[src/rtl/sha256_padder.sv]
// SHA-256 message padder: appends 0x80, zero fill and the 64-bit bit length, one registered output word per cycle.
// Optional sticky length-overflow flag (len_ovf_o) is built when SHA256_PAD_OVF_EN is defined.
module sha256_padder #(
  parameter int LEN_W = 32
) (
  input  logic        clk,
  input  logic        reset_n,
  input  logic        in_valid_i,
  output logic        in_ready_o,
  input  logic [31:0] in_data_i,
  input  logic        in_last_i,
  input  logic [2:0]  in_bytes_i,
  output logic        out_valid_o,
  input  logic        out_ready_i,
  output logic [31:0] out_word_o,
  output logic [3:0]  out_idx_o,
  output logic        out_msg_end_o,
`ifdef SHA256_PAD_OVF_EN
  output logic        len_ovf_o,
`endif
  output logic [2:0]  dbg_state_o
);

  // Handshake: a word moves on a rising edge where valid && ready are both high;
  // the sender keeps data stable while valid && !ready.
  localparam logic [2:0] DATA   = 3'd0;
  localparam logic [2:0] PAD80  = 3'd1;
  localparam logic [2:0] ZERO   = 3'd2;
  localparam logic [2:0] LEN_HI = 3'd3;
  localparam logic [2:0] LEN_LO = 3'd4;

  logic [2:0]       state_q, state_d;
  logic             out_valid_q, out_valid_d;
  logic [31:0]      out_word_q, out_word_d;
  logic [3:0]       out_idx_q, out_idx_d;
  logic             out_msg_end_q, out_msg_end_d;
  logic [3:0]       widx_q, widx_d;
  logic [LEN_W-1:0] cnt_q, cnt_d;

  logic             out_free;
  logic             in_ready;
  logic             accept;
  logic [2:0]       nbytes;
  logic [LEN_W-1:0] add_w;
  logic [63:0]      len64;
  logic             produce;
  logic [31:0]      word;
  logic             msg_end;
  logic [31:0]      last_word;
  logic [2:0]       after_pad;

  always_comb begin
    out_free = !out_valid_q || out_ready_i;
    in_ready = (state_q == DATA) && out_free;
    accept   = in_valid_i && in_ready;
    nbytes   = (in_bytes_i > 3'd4) ? 3'd4 : in_bytes_i;
    add_w    = '0;
    add_w[5:0] = in_last_i ? {nbytes, 3'b000} : 6'd32;
    len64    = '0;
    len64[LEN_W-1:0] = cnt_q;
    // The 0x80 word at idx 13 leaves room for the length; anything later spills into a new block.
    after_pad = (widx_q == 4'd13) ? LEN_HI : ZERO;
    case (nbytes)
      3'd0:    last_word = 32'h8000_0000;
      3'd1:    last_word = {in_data_i[31:24], 24'h80_0000};
      3'd2:    last_word = {in_data_i[31:16], 16'h8000};
      default: last_word = {in_data_i[31:8], 8'h80};
    endcase
  end

  always_comb begin
    state_d       = state_q;
    cnt_d         = cnt_q;
    widx_d        = widx_q;
    out_valid_d   = out_valid_q && !out_ready_i;
    out_word_d    = out_word_q;
    out_idx_d     = out_idx_q;
    out_msg_end_d = out_msg_end_q;
    produce       = 1'b0;
    word          = 32'h0;
    msg_end       = 1'b0;
    if (out_free) begin
      case (state_q)
        DATA: begin
          if (accept) begin
            produce = 1'b1;
            cnt_d   = cnt_q + add_w;
            if (!in_last_i || nbytes == 3'd4) begin
              word = in_data_i;
              if (in_last_i) state_d = PAD80;
            end else begin
              word    = last_word;
              state_d = after_pad;
            end
          end
        end
        PAD80: begin
          produce = 1'b1;
          word    = 32'h8000_0000;
          state_d = after_pad;
        end
        ZERO: begin
          produce = 1'b1;
          state_d = after_pad;
        end
        LEN_HI: begin
          produce = 1'b1;
          word    = len64[63:32];
          state_d = LEN_LO;
        end
        LEN_LO: begin
          produce = 1'b1;
          word    = len64[31:0];
          msg_end = 1'b1;
          cnt_d   = '0;
          state_d = DATA;
        end
        default: state_d = DATA;
      endcase
    end
    if (produce) begin
      out_valid_d   = 1'b1;
      out_word_d    = word;
      out_idx_d     = widx_q;
      out_msg_end_d = msg_end;
      widx_d        = widx_q + 4'd1;
    end
  end

  always_ff @(posedge clk or negedge reset_n) begin
    if (!reset_n) begin
      state_q       <= DATA;
      out_valid_q   <= 1'b0;
      out_word_q    <= 32'h0;
      out_idx_q     <= 4'd0;
      out_msg_end_q <= 1'b0;
      widx_q        <= 4'd0;
      cnt_q         <= '0;
    end else begin
      state_q       <= state_d;
      out_valid_q   <= out_valid_d;
      out_word_q    <= out_word_d;
      out_idx_q     <= out_idx_d;
      out_msg_end_q <= out_msg_end_d;
      widx_q        <= widx_d;
      cnt_q         <= cnt_d;
    end
  end

`ifdef SHA256_PAD_OVF_EN
  logic [LEN_W:0] sum_ext;
  logic           ovf_q, ovf_d;
  logic           first_q, first_d;

  // first_q marks that the next accepted word opens a new message, which clears the flag.
  always_comb begin
    sum_ext = {1'b0, cnt_q} + {1'b0, add_w};
    ovf_d   = ovf_q;
    first_d = first_q;
    if (accept) begin
      ovf_d   = (first_q ? 1'b0 : ovf_q) | sum_ext[LEN_W];
      first_d = in_last_i;
    end
  end

  always_ff @(posedge clk or negedge reset_n) begin
    if (!reset_n) begin
      ovf_q   <= 1'b0;
      first_q <= 1'b1;
    end else begin
      ovf_q   <= ovf_d;
      first_q <= first_d;
    end
  end

  assign len_ovf_o = ovf_q;
`endif

  assign in_ready_o    = in_ready;
  assign out_valid_o   = out_valid_q;
  assign out_word_o    = out_word_q;
  assign out_idx_o     = out_idx_q;
  assign out_msg_end_o = out_msg_end_q;
  assign dbg_state_o   = state_q;

endmodule

[config.mk]
export PLATFORM = sky130hd
export DESIGN_NAME = sha256_padder
export DESIGN_NICKNAME = d
export VERILOG_FILES = /design/src/rtl/sha256_padder.sv
export SDC_FILE = /design/constraint.sdc
export NUM_CORES = 1
export LEC_CHECK = 0
export ABC_CLOCK_PERIOD_IN_PS = 4300
export BUFFER_PORTS_ARGS = -buffer_cell sky130_fd_sc_hd__buf_2
export CAP_MARGIN = 20
export CELL_PAD_IN_SITES_DETAIL_PLACEMENT = 2
export CELL_PAD_IN_SITES_GLOBAL_PLACEMENT = 2
export CORE_UTILIZATION = 36
export CTS_CLUSTER_DIAMETER = 30
export DETAILED_ROUTE_END_ITERATION = 12
export GPL_TIMING_DRIVEN = 0
export PLACE_DENSITY_LB_ADDON = 0.3
export SKIP_CTS_REPAIR_TIMING = 1
export SLEW_MARGIN = 20
export SYNTH_ARGS = -nofsm -noshare
export SYNTH_HDL_FRONTEND = slang
export SYNTH_SLANG_ARGS = --single-unit
[constraint.sdc]
create_clock -name clk -period 4.3 [get_ports clk]
set_input_delay 1.075 -clock clk [delete_from_list [all_inputs] [get_ports clk]]
set_output_delay 1.075 -clock clk [all_outputs]
set_load 0.05 [all_outputs]
==> flow_summary.toml, run 1 <==
[global_routing]
grt_usage_pct = 23.9
grt_pass1_wl_microns = 18600
busiest_layer = "met2"
grt_pass1_vias = 3563
grt_util_met1_pct = 28.8
antenna_found_initial = 0
grt_max_degree = 47
use_met2_pct = 43.4
met3_usage_pct = 4.17
overflow = 0

[critical_path]
reg2regPathDepth = 9
worstSetupEndpointType = "flop"
arrival_ns = 3.97
reg2reg_slack_ns = 1.57
worstPathRequired_ns = 4.58
worst-path-max-fanout = 10
crit_type = "in -> reg"
startpoint_type = "primary input"
r2r_start = "cnt_q[3]"
regToRegEndpoint = "cnt_q[25]"

[yosys]
synth_cell_types = 46
synthArstFlopShare_pct = 100
synth_edf_count = 0
synth_compound_area_share_pct = 16.2
synthSimpleGateAreaFrac_pct = 19.4
yosysWarnings = 0
yosys-mux-area-fraction_pct = 0.279
syn-instance-count = 360
synth_seq_cells = 74
syn_nets = 406
synth_xor_area_share_pct = 4.39
synth_area_sq_mm = 0.00359
synth_ff_type = "dfrtp_1"
avgSynthCellArea_sq_um = 9.97
yosysSeqAreaShare_pct = 51.6
synth_top_family_by_area = "simple AND/OR/NAND/NOR gates"
synth_adder_area_share_pct = 2.30

[routing]
wirelength_microns = 11600
dr.pass1.iters = 10
vias = 3302
ant_nets = 0
vias_per_cell = 5.59
routedWlPerCell_microns = 19.6
drt_iter0_drc = 147
drc = 0

[timing]
tightestPinTransition_ns = 0.748
finalCriticalPeriod_ns = 3.69
setup_tns_ns = 0
fin_skew_ns = 0.0185
slew_headroom_pct = 49.9
drv_slew = 0
hold_viol_final = 0
rsz0062_at_grt = "false"
fin_crit_sh_pct = 85.9
setup_viol_count_final = 0
fmax_mhz = 271

[floorplanning]
fp.coreArea_sq_mm = 0.00973
ioPinCount = 82
rows = 36
start_util_pct = 36.9
die_y_microns = 102
die_area_sq_mm = 0.0104
die_w_microns = 102

[placed_design]
gp_congestion = 0.806
portBuffers = 81
place_inst = 575
hpwl_microns = 8430

[clock_network]
clk_latency_ns = 0.37
cts_buffers = 9
clockRootBuffer = "clkbuf_8"
cts_tree = "done"
h-tree-depth = 3
cts.sinks = 74
cts.path.max_buffers = 2
clk_pin_slew_ns = 0.08

[cells_and_area]
fillers = 1099
area.growth.synth_to_final_pct = 23.5
multi_input_area_sq_mm = 0.00153
nets = 499
drive_above_1_share_pct = 24.9
final_cells = 591
register_area_sq_mm = 0.00185
antenna_cells = 0

[min_path]
min_from = "out_idx_o[2]"
hold_path_depth = 2
holdPathEnd = "out_idx_o[2]"
min_path_type = "reg -> reg"

[power_and_ir_drop]
p_per_area_mw_per_mm2 = 631
p_leak_nw = 2.28
ir_drop_v = 0.000305

[run_status]
status = "completed"

[job]
cap_violations = 0
[power by group]
part	leakage (nW)	internal (W)	switching, W
clock network	0.111	0.000384	0.000285
registers	0.993	0.000855	0.000123
logic	1.18	0.000292	0.000856
[registers in the layout (all words and copies together) (netlist names)]
signal / count
cnt_q: 29
dbg_state_o: 3
out_idx_o: 4
out_msg_end_o: 1
out_valid_o: 1
out_word_o: 32
widx_q: 4
[synthesized netlist by cell type, types with 2 or more instances]
master,number,share of area (%)
xor2_1,10,2.4
nor4_1,4,0.70
xnor2_1,8,2.0
o31ai_1,8,1.7
nand3_1,13,1.8
nor2b_1,4,0.70
nand4_1,11,1.9
and2_1,4,0.70
and3_2,3,0.63
inv_1,33,3.5
buf_2,5,0.70
a21oi_1,16,2.2
a22oi_1,2,0.42
or2_2,2,0.35
o21ai_0,11,1.5
a222oi_1,25,7.0
o21a_1,6,1.3
clkbuf_1,12,1.3
dfrtp_1,74,52
or4_1,6,1.3
nand2_1,35,3.7
nor2_1,24,2.5
o21ai_1,2,0.28
nor3_1,4,0.56
buf_1,2,0.21
or3_1,5,0.87
nand2b_1,2,0.35
and3_1,5,0.87
ha_1,5,1.7
a22o_1,3,0.73
[per-stage QoR]
stage | util, % | hold slack, ns | setup WS, ns | area, sq um | total power (W)
finish | 45.6 | 0.487 | 0.607 | 4430 | 0.00280
detailed placement | 43.1 | 0.471 | 0.226 | 4190 | 0.00214
global placement | 42.8 | 0.459 | 0.339 | 4160 | 0.00208
CTS | 45.6 | 0.497 | 0.587 | 4430 | 0.00282
global route | 45.6 | 0.524 | 0.295 | 4430 | 0.00295
floorplan | - | 0.466 | 0.764 | 3590 | 0.00179
[cell usage in the layout, fill, tap and decap left out, drive strengths merged, types with 2 or more instances in the layout]
| master | count |
|---|---|
| or3 | 5 |
| ha | 5 |
| buf | 90 |
| a21oi | 16 |
| bufinv | 3 |
| and3 | 8 |
| clkbuf | 21 |
| nor2 | 25 |
| nand2 | 35 |
| nand3 | 14 |
| dfrtp | 74 |
| o21a | 6 |
| nor2b | 4 |
| a22oi | 2 |
| a22o | 3 |
| xor2 | 10 |
| xnor2 | 8 |
| a222oi | 25 |
| clkinvlp | 3 |
| o21ai | 13 |
| or4 | 6 |
| o31ai | 8 |
| or2 | 2 |
| nand2b | 2 |
| and2 | 4 |
| inv | 33 |
| nor4 | 4 |
| and4 | 3 |
| nand4 | 12 |
| nor3 | 4 |
[per-layer routing]
| layer | wire length (microns) | share of wire (%) |
|---|---|---|
| met1 | 5000 | 43 |
| met4 | 115 | 0.99 |
| met5 | 0 | 0 |
| met3 | 385 | 3.3 |
| met2 | 6090 | 53 |
[logic make-up (layout without fill, tap and decap cells)]
family,after synthesis,after routing
fa+ha+maj,6,6
compound gates,78,78
flops,74,74
mux,1,1
buf+inv,53,151
simple gates,130,130
xor+xnor,18,18
[worst max-delay path, stage by stage]
cell	delay, ns
buf_2	0.08
nor2b_1	0.37
and2_1	0.20
ha_1	0.18
inv_1	0.06
fa_1	0.37
nor2b_1	0.24
o21ai_1	0.18
or3_1	0.37
buf_2	0.18
or4_1	0.50
a21oi_1	0.17
[cell type report]
cell class                      instances  share of cell area, %
Sequential cell                        74                   41.8
Multi-Input combinational cell        233                   34.5
Timing Repair Buffer                   82                   9.82
Tap cell                              133                   3.75
Clock buffer                            9                   2.80
Inverter                               33                   2.80
Clock inverter                          7                   2.65
Buffer                                 20                   1.92
[worst max-delay path by stage]
stage              start        end  depth (start not counted)
2_1_floorplan  in_last_i  cnt_q[27]                         11
3_3_place_gp   in_last_i  cnt_q[25]                         12
3_5_place_dp   in_last_i  cnt_q[29]                         12
4_1_cts        in_last_i  cnt_q[29]                         12
5_1_grt        in_last_i  cnt_q[25]                         12
6_report       in_last_i  cnt_q[25]                         12
Power figures use the tool's default switching activity.
==> inputs of run 2 (changes only) <==
--- a/config.mk
+++ b/config.mk
@@ -10,6 +10,7 @@
 export CAP_MARGIN = 20
 export CELL_PAD_IN_SITES_DETAIL_PLACEMENT = 2
 export CELL_PAD_IN_SITES_GLOBAL_PLACEMENT = 2
+export CORE_MARGIN = 5
 export CORE_UTILIZATION = 36
 export CTS_CLUSTER_DIAMETER = 30
 export DETAILED_ROUTE_END_ITERATION = 12
==> run 2 against run 1 <==
Final area is 1.4% lower. Total power is 5.5% lower. Register-to-register slack worse by 0.06 ns. Critical endpoint is now cnt_q[27]. Non-clock buffer count unchanged. Largest power group unchanged. Utilization shrank 0.62 points.
==> flow_summary.toml, run 2 (synthesis gave the netlist of run 1 again) <==
[routing]
ant_nets = 0
drt_iter0_drc = 220
vias_per_cell = 5.56
dr.pass1.iters = 9
routedWlPerCell_microns = 19.8
vias = 3287
wirelength_microns = 11700
drc = 0

[placed_design]
gp_congestion = 0.788
portBuffers = 81
hpwl_microns = 8680

[min_path]
min_path_type = "reg -> reg"
min_from = "out_idx_o[2]"
holdPathEnd = "out_idx_o[2]"
hold_path_depth = 2

[job]
cap_violations = 0

[clock_network]
cts.sinks = 74
cts_buffers = 9
cts_tree = "done"
cts.path.max_buffers = 2
h-tree-depth = 3
clk_pin_slew_ns = 0.08
clk_latency_ns = 0.36
clockRootBuffer = "clkbuf_8"

[timing]
tightestPinTransition_ns = 0.736
setup_tns_ns = 0
slew_headroom_pct = 50.7
fin_skew_ns = 0.0169
fin_crit_sh_pct = 86.9
setup_viol_count_final = 0
hold_viol_final = 0
fmax_mhz = 268
drv_slew = 0
finalCriticalPeriod_ns = 3.74
rsz0062_at_grt = "false"

[floorplanning]
die_area_sq_mm = 0.0121
ioPinCount = 82
die_y_microns = 110
fp.coreArea_sq_mm = 0.00973
start_util_pct = 36.9
rows = 36
die_w_microns = 110

[critical_path]
worstPathRequired_ns = 4.58
startpoint_type = "primary input"
r2r_start = "cnt_q[3]"
arrival_ns = 4.01
regToRegEndpoint = "cnt_q[27]"
reg2reg_slack_ns = 1.51
reg2regPathDepth = 9
worst-path-max-fanout = 10
crit_type = "in -> reg"
worstSetupEndpointType = "flop"

[global_routing]
grt_max_degree = 51
overflow = 0
use_met2_pct = 36.3
busiest_layer = "met2"
met3_usage_pct = 3.99
grt_pass1_vias = 3695
antenna_found_initial = 0
grt_usage_pct = 20.5
grt_pass1_wl_microns = 19100
grt_util_met1_pct = 25.2

[cells_and_area]
largest_reg_flops = 32
area.growth.synth_to_final_pct = 21.8
final_common_cell = "buf_2"
antenna_cells = 0
layout_common_cells = "buf_2, dfrtp_1, nand2_1"
nets = 499
drive_above_1_share_pct = 24.7

[power_and_ir_drop]
p_leak_nw = 2.25
power_w = 0.00264
ir_drop_v = 0.000300
p_per_area_mw_per_mm2 = 604

[run_status]
status = "completed"
==> run 2: final cells by class <==
cell class	instances	area (sq um)
clock inverters	5	40.0
fillers	1094	5360
multi-input cells	233	1530
plain buffers	20	85.1
repair buffers	82	435
clock buffers	11	141
flip-flops and latches	74	1850
well taps	133	166
inverters	33	124
==> run 2: worst max-delay path, cell delays in order <==
cell,delay [ns]
buf_2,0.09
nor2b_1,0.35
and2_1,0.19
ha_1,0.19
inv_1,0.07
fa_1,0.37
nor2b_1,0.24
o21ai_1,0.19
or3_1,0.37
buf_2,0.19
or4_1,0.53
a21oi_1,0.15
==> run 2: stage by stage <==
stage / cells / setup slack (ns) / hold WS (ns) / utilization, % / cell area, sq um
global placement: 574 / 0.319 / 0.457 / 42.8 / 4160
CTS: 591 / 0.551 / 0.493 / 44.9 / 4370
detailed placement: 575 / 0.186 / 0.464 / 43.1 / 4190
global route: 591 / 0.347 / 0.529 / 44.9 / 4370
floorplan: 360 / 0.764 / 0.466 / - / 3590
finish: 591 / 0.565 / 0.485 / 44.9 / 4370
==> run 2: worst max path at each step <==
stage | slack (ns) | endpoint | depth (start not counted) | from
floorplan | 0.76 | cnt_q[27] | 11 | in_last_i
finish | 0.56 | cnt_q[27] | 12 | in_last_i
CTS | 0.55 | cnt_q[27] | 12 | in_last_i
global route | 0.35 | cnt_q[29] | 12 | in_last_i
global placement | 0.32 | cnt_q[25] | 12 | in_last_i
detailed placement | 0.19 | cnt_q[27] | 12 | in_last_i
==> run 2: per-layer routing <==
layer / vias to the layer above / routed length (microns)
met4: 0 / 133
met5: - / 0
met3: 14 / 462
met2: 66 / 6120
met1: 1710 / 4980
li1: 1497 / -
==> run 2: power by group <==
part / leakage [nW] / switching (W) / total [W] / internal, W
Combinational: 1.18 / 0.000854 / 0.00115 / 0.000292
Sequential: 0.993 / 0.000124 / 0.000978 / 0.000855
Clock: 0.0818 / 0.000288 / 0.000516 / 0.000228
Total: 2.25 / 0.00127 / 0.00264 / 0.00137
